<file path="src/rtl/state_sequence_monitor.sv">
// state_sequence_monitor
// Receive-side checker for the IDLE->START->RUN->STOP->IDLE state bus.
// It locks on the first valid IDLE and counts completed rounds. Illegal
// transitions are flagged with a pulse, a sticky bit and a saturating count.
// After an illegal sample it resynchronises on its own.
module state_sequence_monitor #(
  parameter int unsigned COUNT_W    = 16,
  parameter int unsigned ERR_W      = 8,
  parameter int unsigned ALLOW_HOLD = 0
) (
  input  logic               clock,
  input  logic               reset,
  input  logic [1:0]         state_in,
  input  logic               state_valid,
  input  logic               error_clear,
  output logic               locked,
  output logic [1:0]         expected_state,
  output logic               cycle_done,
  output logic [COUNT_W-1:0] cycle_count,
  output logic               error,
  output logic               error_sticky,
  output logic [ERR_W-1:0]   err_count
);

  typedef enum logic [1:0] {
    ST_IDLE  = 2'b00,
    ST_START = 2'b01,
    ST_RUN   = 2'b10,
    ST_STOP  = 2'b11
  } seq_state_e;

  typedef enum logic {
    MODE_SYNC   = 1'b0,
    MODE_LOCKED = 1'b1
  } mode_e;

  function automatic seq_state_e succ(input seq_state_e s);
    case (s)
      ST_IDLE:  succ = ST_START;
      ST_START: succ = ST_RUN;
      ST_RUN:   succ = ST_STOP;
      default:  succ = ST_IDLE;
    endcase
  endfunction

  mode_e              mode_q, mode_d;
  seq_state_e         prev_q, prev_d;
  logic               locked_q, locked_d;
  seq_state_e         expected_q, expected_d;
  logic               cycle_done_q, cycle_done_d;
  logic [COUNT_W-1:0] cycle_count_q, cycle_count_d;
  logic               error_q, error_d;
  logic               error_sticky_q, error_sticky_d;
  logic [ERR_W-1:0]   err_count_q, err_count_d;

  seq_state_e sample;
  assign sample = seq_state_e'(state_in);

  // Next-state: the clear is applied before any error in the same cycle, so
  // an error that coincides with a clear leaves sticky=1 and count=1.
  always_comb begin
    mode_d         = mode_q;
    prev_d         = prev_q;
    cycle_count_d  = cycle_count_q;
    error_sticky_d = error_sticky_q;
    err_count_d    = err_count_q;
    cycle_done_d   = 1'b0;
    error_d        = 1'b0;

    if (error_clear) begin
      error_sticky_d = 1'b0;
      err_count_d    = '0;
    end

    if (state_valid) begin
      case (mode_q)
        MODE_SYNC: begin
          if (sample == ST_IDLE) begin
            mode_d = MODE_LOCKED;
            prev_d = ST_IDLE;
          end
        end
        default: begin
          if (sample == succ(prev_q)) begin
            prev_d = sample;
            if (sample == ST_IDLE) begin
              cycle_done_d  = 1'b1;
              cycle_count_d = cycle_count_q + COUNT_W'(1);
            end
          end else if ((ALLOW_HOLD != 0) && (sample == prev_q)) begin
            prev_d = prev_q;
          end else begin
            error_d        = 1'b1;
            error_sticky_d = 1'b1;
            if (err_count_d != '1) begin
              err_count_d = err_count_d + ERR_W'(1);
            end
            if (sample == ST_IDLE) begin
              prev_d = ST_IDLE;
            end else begin
              mode_d = MODE_SYNC;
            end
          end
        end
      endcase
    end

    locked_d   = (mode_d == MODE_LOCKED);
    expected_d = (mode_d == MODE_LOCKED) ? succ(prev_d) : ST_IDLE;
  end

  // State and registered outputs; reset wins over every other input.
  always_ff @(posedge clock) begin
    if (reset) begin
      mode_q         <= MODE_SYNC;
      prev_q         <= ST_IDLE;
      locked_q       <= 1'b0;
      expected_q     <= ST_IDLE;
      cycle_done_q   <= 1'b0;
      cycle_count_q  <= '0;
      error_q        <= 1'b0;
      error_sticky_q <= 1'b0;
      err_count_q    <= '0;
    end else begin
      mode_q         <= mode_d;
      prev_q         <= prev_d;
      locked_q       <= locked_d;
      expected_q     <= expected_d;
      cycle_done_q   <= cycle_done_d;
      cycle_count_q  <= cycle_count_d;
      error_q        <= error_d;
      error_sticky_q <= error_sticky_d;
      err_count_q    <= err_count_d;
    end
  end

  assign locked         = locked_q;
  assign expected_state = expected_q;
  assign cycle_done     = cycle_done_q;
  assign cycle_count    = cycle_count_q;
  assign error          = error_q;
  assign error_sticky   = error_sticky_q;
  assign err_count      = err_count_q;

endmodule

</file>
<file path="config.mk">
export PLATFORM = sky130hd
export DESIGN_NAME = state_sequence_monitor
export DESIGN_NICKNAME = d
export VERILOG_FILES = /design/src/rtl/state_sequence_monitor.sv
export SDC_FILE = /design/constraint.sdc
export NUM_CORES = 1
export LEC_CHECK = 0
export ABC_AREA = 1
export CAP_MARGIN = 20
export CORE_MARGIN = 2
export CORE_UTILIZATION = 40
export CTS_CLUSTER_SIZE = 16
export DETAILED_ROUTE_END_ITERATION = 6
export GPL_ROUTABILITY_DRIVEN = 0
export HOLD_SLACK_MARGIN = 0.05
export PLACE_DENSITY_LB_ADDON = 0.25
export SYNTH_ARGS = -nofsm -noshare
export SYNTH_HDL_FRONTEND = slang
export SYNTH_SLANG_ARGS = --single-unit
export TNS_END_PERCENT = 5
</file>
<file path="constraint.sdc">
create_clock -name clock -period 3.35 [get_ports clock]
set_input_delay 0.335 -clock clock [delete_from_list [all_inputs] [get_ports clock]]
set_output_delay 0.335 -clock clock [all_outputs]
set_load 0.005 [all_outputs]
</file>
==> impl_metrics.toml <==
[sta]
slew-limit-headroom_pct = 61.2
final.setup_skew_ns = 0.00337
setup-violations-final = 0
drv_slew = 0
timing.final.ws_setup_ns = 1.37
timing.final.hold_violations = 0
layout_min_cycle_time_ns = 1.98
timing_worst_slew_pin_value_ns = 0.580
fin_setup_tns_ns = 0
final.period_utilization_pct = 59.2
unrepaired_setup_endpoints_after_global_routing = "false"
achievable-frequency_ghz = 0.504

[global_route]
globalRouteOverflowTotal = 0
grt_antenna_before_repair = 0
pin_count_of_the_biggest_net_entering_global_routing = 17
grt_use_total_pct = 17.6
grt_first_pass_wirelength_mm = 6.09
grt_pass1_vias = 1438

[final_layout]
flow.area_growth_from_synthesis_pct = 29.9
drive_gt1_share_pct = 8.70
number_of_antenna_cells_inserted = 0
utilization_pct = 53.5
mostFrequentLayoutCell = "sky130_fd_sc_hd__nand2_1"
layout_net_count = 285
layout_common_cells = "sky130_fd_sc_hd__nand2_1, sky130_fd_sc_hd__clkdlybuf4s50_1, sky130_fd_sc_hd__inv_1"
n_fill_cell = 403

[yosys]
synth_seq_area_share_pct = 39.5
synth.avg_cell_area_sq_um = 6.82
yosys_warnings = 0
synth_area_sq_um = 1620
synthesis.instances = 238
yosys_register_bits = 32
synth_cell_types = 28
synth_nets = 247

[routing]
drt-pass1-iter-count = 4
drt_iter0_markers = 66
wire_per_inst_um = 10.7
vias = 1598
route.antenna.remaining_nets = 0
detail_route.wirelength_mm = 3.48
detail_route.vias_per_cell = 4.90
remaining_drc_errors = 0

[setup_path]
cp_data_arrival_time_ns = 2.18
cp-start-kind = "flip-flop"
crit_path_max_fanout = 13
critical_path.n_buffers_inverters = 3
worst_path_dominant_cell_family = "simple AND/OR/NAND/NOR gates"
critical-path-top-cell-by-count = "sky130_fd_sc_hd__inv_1"
cp.required_ns = 3.54
slowest_stage_delay_cp_ns = 0.45
crit_path_top_delay_cell = "sky130_fd_sc_hd__nor2_2"
setup.worst_path.end_class = "flip-flop"
path_cells = "inv_1, ha_1, inv_1, nand4_1, nor2_2, nand3_2, o21ai_1, inv_1, nor3_1"
worstSetupPathType = "flip-flop to flip-flop"

[clock_network]
post_cts_buffers = 0
clockRootBuffer = "sky130_fd_sc_hd__clkbuf_8"
tritoncts_clock_tree = "built"
cts_hold_buffers = 0
clk-insertion-delay-late_ns = 0.28
post_cts.resized_instances = 0
clock-sinks = 32
cts.htree.levels = 2
clk_path_buf_depth = 2
post_cts_clock_slew_at_the_launch_and_capture_registers_of_the_worst_setup_and_hold_paths_ns = 0.06
num_cts_buffers = 5

[floorplanning]
io-pin-count = 36
starting_density_of_the_core_pct = 41.2
die_y_um = 67.7
floorplan.core_area_sq_um = 3940
design.die.area_sq_um = 4580
placementRows = 23
dieWidth_um = 67.7

[power]
pwr_density_cell_nw_per_um2 = 350
max-vdd-ir-drop_v = 0.000217
leakage_nw = 0.800

[placement]
place.detailed.hpwl_mm = 2.56
io_buffer_count = 35
dpl_ws_ns = 1.21

[outcome]
status = "completed"

[job]
cap_viol_max_count = 0

[min_path]
min-delay-path-class = "flip-flop to flip-flop"
worst reg2reg max path: stages, from the launching register on:
cell and delay, ns:
sky130_fd_sc_hd__dfxtp_1 0.34, sky130_fd_sc_hd__inv_1 0.06, sky130_fd_sc_hd__ha_1 0.33, sky130_fd_sc_hd__inv_1 0.07
sky130_fd_sc_hd__nand4_1 0.12, sky130_fd_sc_hd__nor2_2 0.45, sky130_fd_sc_hd__nand3_2 0.17, sky130_fd_sc_hd__o21ai_1 0.16
sky130_fd_sc_hd__inv_1 0.05, sky130_fd_sc_hd__nor3_1 0.14
area by class of cell:
class	count	area, sq um	share of cell area [%]
Clock buffer	7	96.3	4.57
Tap cell	50	62.6	2.97
Inverter	36	136	6.47
Multi-Input combinational cell	166	822	39.0
Sequential cell	32	641	30.4
Timing Repair Buffer	35	350	16.6
path summary, 6_finish.rpt:
kind                     start               to  slack [ns]  cells after the start
hold / removal    error_sticky     error_sticky        0.47                      2
setup reg to reg     prev_q[0]  cycle_count[10]        1.37                      9
hold reg to reg   error_sticky     error_sticky        0.47                      2
setup / recovery     prev_q[0]  cycle_count[10]        1.37                      9
sequential cells by signal, indices dropped and copies added (netlist names):
| register | cells |
|---|---|
| expected_state | 2 |
| error | 1 |
| cycle_count | 16 |
| prev_q | 2 |
| locked | 1 |
| error_sticky | 1 |
| err_count | 8 |
| cycle_done | 1 |
cell families (layout without fill, tap and decap cells):
| group | count (synthesis) | in the layout | share of synthesized area, % |
|---|---|---|---|
| DFF | 32 | 32 | 39.5 |
| AOI/OAI and AO/OA | 32 | 32 | 10.4 |
| and+or+nand+nor | 128 | 128 | 36.3 |
| xor gates and xnor gates | 3 | 3 | 1.62 |
| buffers and inverters | 40 | 78 | 9.87 |
| adders and majority gates | 3 | 3 | 2.31 |
Yosys cell counts:
master,count,area (sq um)
sky130_fd_sc_hd__a21oi_1,19,95.1
sky130_fd_sc_hd__a21oi_2,1,8.76
sky130_fd_sc_hd__and3_2,1,7.51
sky130_fd_sc_hd__buf_2,1,5.00
sky130_fd_sc_hd__buf_6,1,11.3
sky130_fd_sc_hd__clkbuf_1,2,7.51
sky130_fd_sc_hd__clkinv_2,1,5.00
sky130_fd_sc_hd__dfxtp_1,32,641
sky130_fd_sc_hd__ha_1,3,37.5
sky130_fd_sc_hd__inv_1,33,124
sky130_fd_sc_hd__inv_2,2,7.51
sky130_fd_sc_hd__nand2_1,57,214
sky130_fd_sc_hd__nand2_2,4,25.0
sky130_fd_sc_hd__nand3_1,13,65.1
sky130_fd_sc_hd__nand3_2,3,30.0
sky130_fd_sc_hd__nand3b_1,2,15.0
sky130_fd_sc_hd__nand3b_2,1,11.3
sky130_fd_sc_hd__nand4_1,6,37.5
sky130_fd_sc_hd__nor2_1,25,93.8
sky130_fd_sc_hd__nor2_2,3,18.8
sky130_fd_sc_hd__nor3_1,11,55.1
sky130_fd_sc_hd__nor3_2,1,10.0
sky130_fd_sc_hd__nor4_1,1,6.26
sky130_fd_sc_hd__o211ai_1,2,15.0
sky130_fd_sc_hd__o21ai_0,8,40.0
sky130_fd_sc_hd__o21ai_1,2,10.0
sky130_fd_sc_hd__xnor2_1,2,17.5
sky130_fd_sc_hd__xor2_1,1,8.76
per-layer routing:
metal	vias to the layer above	GRT usage, %	share of wire (%)	wire, um
met5	-	0	0	0
met4	0	6.89	1.8	63
met3	6	4.00	5.2	182
met2	39	30.1	47	1630
met1	708	21.2	46	1600
li1	845	-	-	-
report_power, final:
| group | total, mW | internal (mW) | switching (mW) |
|---|---|---|---|
| Sequential | 0.384 | 0.383 | 0.00137 |
| Clock | 0.318 | 0.183 | 0.135 |
| Combinational | 0.0357 | 0.0149 | 0.0208 |
per-stage QoR:
step / std cells / power (mW) / cell area (sq um) / hold slack [ns]
after floorplan: 238 / 0.412 / 1620 / 0.413
after global placement: 319 / 0.429 / 2010 / 0.461
after detailed placement: 319 / 0.429 / 2010 / 0.458
after CTS: 326 / 0.750 / 2110 / 0.468
after global routing: 326 / 0.770 / 2110 / 0.501
final: 326 / 0.738 / 2110 / 0.466
No activity file was read; power rests on OpenSTA's default activity.
